<file path="src/rtl/uart_arb_pkg.sv">
// Shared types and helpers for the UART transmit arbiter.
package uart_arb_pkg;

   typedef enum logic {
      ARB_IDLE  = 1'b0,
      ARB_GRANT = 1'b1
   } arb_state_t;

   typedef logic [7:0] byte_t;

   localparam int unsigned DEF_MAX_BURST    = 16;
   localparam int unsigned DEF_IDLE_TIMEOUT = 255;

   // Counter width able to hold the value max_val itself.
   function automatic int unsigned cnt_w(input int unsigned max_val);
      return (max_val < 1) ? 1 : $clog2(max_val + 1);
   endfunction

endpackage

</file>
<file path="src/rtl/uart_tx_arbiter_rr_pick.sv">
// Combinational round-robin picker: first set request at or after ptr, wrapping.
module rr_pick #(
   parameter int NUM_REQ = 2,
   parameter int PTR_W   = $clog2(NUM_REQ)
) (
   input  logic [NUM_REQ-1:0] req,
   input  logic [PTR_W-1:0]   ptr,
   output logic [NUM_REQ-1:0] pick,
   output logic               found
);

   function automatic logic [PTR_W-1:0] wrap_add(input logic [PTR_W-1:0] base, input int off);
      int s;
      s = int'(base) + off;
      if (s >= NUM_REQ) s = s - NUM_REQ;
      return PTR_W'(s);
   endfunction

   always_comb begin
      pick  = '0;
      found = 1'b0;
      for (int i = 0; i < NUM_REQ; i++) begin
         if (!found && req[wrap_add(ptr, i)]) begin
            pick[wrap_add(ptr, i)] = 1'b1;
            found                  = 1'b1;
         end
      end
   end

endmodule

</file>
<file path="src/rtl/uart_tx_arbiter.sv">
// Packet-granular round-robin arbiter sharing one UART TX serializer among
// NUM_REQ byte streams, with a burst cap and an idle timeout on each grant.
module uart_tx_arbiter
   import uart_arb_pkg::*;
#(
   parameter int NUM_REQ      = 2,
   parameter int MAX_BURST    = DEF_MAX_BURST,
   parameter int IDLE_TIMEOUT = DEF_IDLE_TIMEOUT
) (
   input  logic                 clk,
   input  logic                 reset_i,
   input  logic [NUM_REQ-1:0]   req_valid_i,
   input  logic [NUM_REQ*8-1:0] req_data_i,
   input  logic [NUM_REQ-1:0]   req_last_i,
   output logic [NUM_REQ-1:0]   req_ready_o,
   output logic                 tx_valid_o,
   output logic [7:0]           tx_data_o,
   input  logic                 tx_ready_i,
   output logic [NUM_REQ-1:0]   grant_o,
   output logic                 busy_o
);

   localparam int PTR_W   = $clog2(NUM_REQ);
   localparam int BURST_W = cnt_w(MAX_BURST);
   localparam int IDLE_W  = cnt_w(IDLE_TIMEOUT);

   arb_state_t           state;
   logic [PTR_W-1:0]     ptr;
   logic [PTR_W-1:0]     g_idx;
   logic [NUM_REQ-1:0]   grant_p1;
   logic [BURST_W-1:0]   burst_cnt;
   logic [IDLE_W-1:0]    idle_cnt;
   logic                 vld_p1;
   byte_t                data_p1;

   byte_t                req_bytes [NUM_REQ];
   logic [NUM_REQ-1:0]   pick;
   logic                 found;
   logic [PTR_W-1:0]     pick_idx;
   logic [PTR_W-1:0]     ptr_next;
   logic                 slot_open;
   logic                 accept;
   logic                 release_now;

   for (genvar gi = 0; gi < NUM_REQ; gi++) begin : g_unpack
      assign req_bytes[gi] = req_data_i[8*gi +: 8];
   end

   rr_pick #(
      .NUM_REQ (NUM_REQ),
      .PTR_W   (PTR_W)
   ) u_pick (
      .req   (req_valid_i),
      .ptr   (ptr),
      .pick  (pick),
      .found (found)
   );

   always_comb begin
      pick_idx = '0;
      for (int i = 0; i < NUM_REQ; i++) begin
         if (pick[i]) pick_idx = PTR_W'(i);
      end
   end

   assign ptr_next = (pick_idx == PTR_W'(NUM_REQ - 1)) ? '0 : pick_idx + 1'b1;

   // The one-deep buffer can take a byte when empty or draining this cycle.
   assign slot_open   = !vld_p1 || tx_ready_i;
   assign req_ready_o = grant_p1 & {NUM_REQ{slot_open}};
   assign accept      = |(req_valid_i & req_ready_o);

   assign release_now = (accept && (req_last_i[g_idx] || burst_cnt == BURST_W'(MAX_BURST - 1)))
                     || (!req_valid_i[g_idx] && idle_cnt == IDLE_W'(IDLE_TIMEOUT - 1));

   always_ff @(posedge clk) begin
      if (reset_i) begin
         state     <= ARB_IDLE;
         ptr       <= '0;
         g_idx     <= '0;
         grant_p1  <= '0;
         burst_cnt <= '0;
         idle_cnt  <= '0;
         vld_p1    <= 1'b0;
         data_p1   <= '0;
      end else begin
         if (accept) begin
            vld_p1  <= 1'b1;
            data_p1 <= req_bytes[g_idx];
         end else if (tx_ready_i) begin
            vld_p1  <= 1'b0;
         end

         case (state)
            ARB_IDLE: begin
               if (found) begin
                  state     <= ARB_GRANT;
                  grant_p1  <= pick;
                  g_idx     <= pick_idx;
                  ptr       <= ptr_next;
                  burst_cnt <= '0;
                  idle_cnt  <= '0;
               end
            end
            ARB_GRANT: begin
               if (accept) burst_cnt <= burst_cnt + 1'b1;
               if (req_valid_i[g_idx]) idle_cnt <= '0;
               else                    idle_cnt <= idle_cnt + 1'b1;
               if (release_now) begin
                  state    <= ARB_IDLE;
                  grant_p1 <= '0;
               end
            end
            default: state <= ARB_IDLE;
         endcase
      end
   end

   assign grant_o    = grant_p1;
   assign tx_valid_o = vld_p1;
   assign tx_data_o  = data_p1;
   assign busy_o     = (state == ARB_GRANT) || vld_p1;

endmodule

</file>
<file path="config.mk">
export PLATFORM = sky130hd
export DESIGN_NAME = uart_tx_arbiter
export DESIGN_NICKNAME = d
export VERILOG_FILES = /design/src/rtl/uart_arb_pkg.sv /design/src/rtl/uart_tx_arbiter_rr_pick.sv /design/src/rtl/uart_tx_arbiter.sv
export SDC_FILE = /design/constraint.sdc
export NUM_CORES = 1
export LEC_CHECK = 0
export BUFFER_PORTS_ARGS = -buffer_cell sky130_fd_sc_hd__buf_2
export CAP_MARGIN = 10
export CORE_UTILIZATION = 35
export DETAILED_ROUTE_END_ITERATION = 7
export GPL_TIMING_DRIVEN = 0
export MAX_ROUTING_LAYER = met4
export PLACE_DENSITY = 0.69
export REMOVE_ABC_BUFFERS = 1
export SLEW_MARGIN = 20
export SYNTH_ARGS = -nofsm -noshare
export SYNTH_HDL_FRONTEND = slang
export SYNTH_SLANG_ARGS = --single-unit
</file>
<file path="constraint.sdc">
create_clock -name clk -period 2.01 [get_ports clk]
set_input_delay 0.201 -clock clk [delete_from_list [all_inputs] [get_ports clk]]
set_output_delay 0.201 -clock clk [all_outputs]
set_load 0.01 [all_outputs]
</file>
==> run metrics <==
clk buf depth=2; RSZ-0062 raised after global routing=no; WP data arrival=1.91 ns; Residual DRC=0; cts bufs inserted=3; number of max-cap violations=0; Clock Latency Late Sink=0.27 ns; Worst-Margin Slew=between 0.6 and 0.7 ns; top_reg_cell synth=dfxtp_1; TritonRoute pass-1 iters=4; pin count of the biggest net entering global routing=30; Post-CTS Hold Buffers=0; Nets=210; die area=around 0.0042 mm^2; core area=~0.0037 mm^2; cell count of the worst hold path=3; worst hold slack=approximately 0.27 ns; fin crit share=around 86%; Worst Reg-to-Reg Cells=4; placed cell area=about 0.0016 mm^2; Sequential Area=between 500 and 600 um^2; switching power=roughly 0.00029 W; max-slew violation count=0; Total GRT Usage=~15%; switching share of power=about 27%; crit path launch type=register; CP max FO=12; post-synthesis compound-gate area fraction=22.87%; die height=roughly 65 um; max_slew headroom=between 50% and 60%; Final Hold Fails=0; Boundary Pins=37; Worst-path clk slew=~0.090 ns; asr flop ratio synth=0%; Adder-Cell Fraction of Synth Area=under 10%; PostCTS Resize Cnt=0; status=complete, no violations; commonest non-fill, non-tap cell in the layout=buf_2; Seq/Total Area, Yosys=39.52%; setup tns final=0 ns; drt via density=approximately 5.2; YS warnings=0; Horiz. Die Dim=about 65 um; Wirelength per Cell=11.90 um; DRT iter0 DRCs=99; clk sinks=27; syn avg cell area=slightly above 9 um^2; minimum clock period=roughly 1.7 ns; HPWL after DPL=approximately 2 mm; Reg power frac=a little over half; initial antenna violation count=0; ANT cells=0; P_leak=just over 0.6 nW; Rows=22; main combinational cell family by area after synthesis=compound AO/OA/AOI/OAI gates; Root Buffer=clkbuf_8; CP Class=reg2reg; crit path capture type=register; number of synthesized register bits=27; Fmax achieved=between 500 and 600 MHz; grt ovf=0; Post-Synthesis Cell Area=~0.0014 mm^2; VDD IR max=roughly 0.54 mV; most frequent cells in the layout=buf_2 (36), dfxtp_1 (26), nor2_1 (13); area of the multi-input gates=around 760 um^2; final wirelength=2.737 mm; slowest cell delay on critical path=0.54 ns; post-synthesis mux area share=under 10%; CP max stage cell=dfxtp_2; Via Count=~1200; initial core utilization=36.80%; Setup WS post-layout=a little under 0.3 ns; first-pass GRT wire length=between 4 and 5 mm; Post-synth EDFFs=0; setup slack after placement=between 0.1 and 0.15 ns; Port Buffer Count=36; Yosys cell types=41; clock skew=0.008135 ns; post-synthesis xor/xnor area fraction=0%; clock power share=between 20 and 30%; share of layout cells above drive strength 1=approximately 27%; CTS tree=yes; Pwr Density=672.9 mW/mm^2; layout filler cell count=a little under 400; vias in the first global route=around 1100; postcts setup bufs=0; Final GP Congestion=0.8025; Int Power=0.0007895 W; post-route ant nets=0; Synth Instances=between 150 and 200; critical path cell sequence=mux2i_1, and2_1, o21ai_0, a311oi_1; CP Data Required Time=around 2.2 ns; Synth Area in Simple Gates=about a fifth; H-tree Lvls=1; combinational power share=around 17%; Final Setup Violations=0; synth-to-layout area growth=17.38%; final instance area=roughly 0.0016 mm^2; Hold WC Path Type=in2reg
## Yosys cell counts (2+ instances only)
cell / count / share of area, %
dfxtp_1: 27 / 40
nand2_1: 10 / 2.7
a211oi_1: 11 / 6.0
a21oi_1: 9 / 3.3
and2_1: 4 / 1.8
inv_1: 4 / 1.1
and3_1: 4 / 1.8
buf_4: 3 / 1.6
ha_1: 4 / 3.7
nor2_1: 13 / 3.6
clkbuf_1: 2 / 0.55
nand3b_1: 2 / 1.1
buf_2: 3 / 1.1
mux2i_1: 10 / 7.3
or3_1: 2 / 0.91
o22ai_1: 3 / 1.4
nand2b_1: 2 / 0.91
a41oi_1: 2 / 1.3
a311oi_1: 3 / 1.9
or2_2: 2 / 0.91
o21ai_0: 3 / 1.1
a31oi_1: 2 / 0.91
nand4_1: 2 / 0.91
nand3_1: 7 / 2.6
## layout make-up
cell class / count / area share (%)
Inverter: 4 / 0.9353
Multi-Input combinational cell: 111 / 47.54
Tap cell: 48 / 3.741
Sequential cell: 27 / 33.75
Clock buffer: 4 / 2.806
Timing Repair Buffer: 36 / 11.22
## power by group through the flow
stage               clock (W)  sequential (W)  combinational [W]
finish               0.000308        0.000591           0.000181
global route         0.000340        0.000596           0.000205
CTS                  0.000315        0.000590           0.000183
detailed placement          0        0.000602           0.000183
global placement            0        0.000602           0.000180
floorplan                   0        0.000608          0.0000992
## state kept, by name, summed over array words and instances (netlist names)
name,cells
idle_cnt,8
g_idx,1
ptr,1
tx_valid_o,1
state,1
burst_cnt,5
tx_data_o,8
grant_o,2
## worst max-delay path, delay by kind of cell, from the launching register on
family | cells | cell delay (ns)
flip-flops | 1 | 0.54
AO/OA/AOI/OAI | 2 | 0.45
AND/OR/NAND/NOR | 1 | 0.37
multiplexers | 1 | 0.26
## routing by layer
layer	wire length [um]	track usage, %
met5	0	-
met4	0	0.8333
met3	130	4.225
met2	1245	24.34
met1	1362	18.68
## path summary, 6_finish.rpt
kind	startpoint	endpoint	slack, ns
worst max-delay path	g_idx$_SDFFE_PP0P_	idle_cnt[6]$_SDFFE_PP0P_	0.29
worst min-delay path	req_data_i[2]	tx_data_o[2]$_SDFFE_PP0P_	0.27
worst max register to register	g_idx$_SDFFE_PP0P_	idle_cnt[6]$_SDFFE_PP0P_	0.29
worst min register to register	burst_cnt[0]$_SDFFE_PP0P_	burst_cnt[0]$_SDFFE_PP0P_	0.49
## per-stage QoR
step	std cells	total power [W]	utilization, %
3_3_place_gp	226	0.0007827	41.95
4_1_cts	230	0.001089	43.17
3_5_place_dp	226	0.0007851	41.95
2_1_floorplan	142	0.0007070	-
6_report	230	0.001080	43.20
5_1_grt	230	0.001141	43.20
## logic make-up (layout without fill, tap and decap cells)
group                    after synthesis  after routing
buffers and inverters                 13             44
multiplexers                          11             11
adder cells (fa/ha/maj)                4              4
AND/OR/NAND/NOR                       54             54
flip-flops                            27             27
AO/OA/AOI/OAI                         42             42
Power figures use the tool's default switching activity.
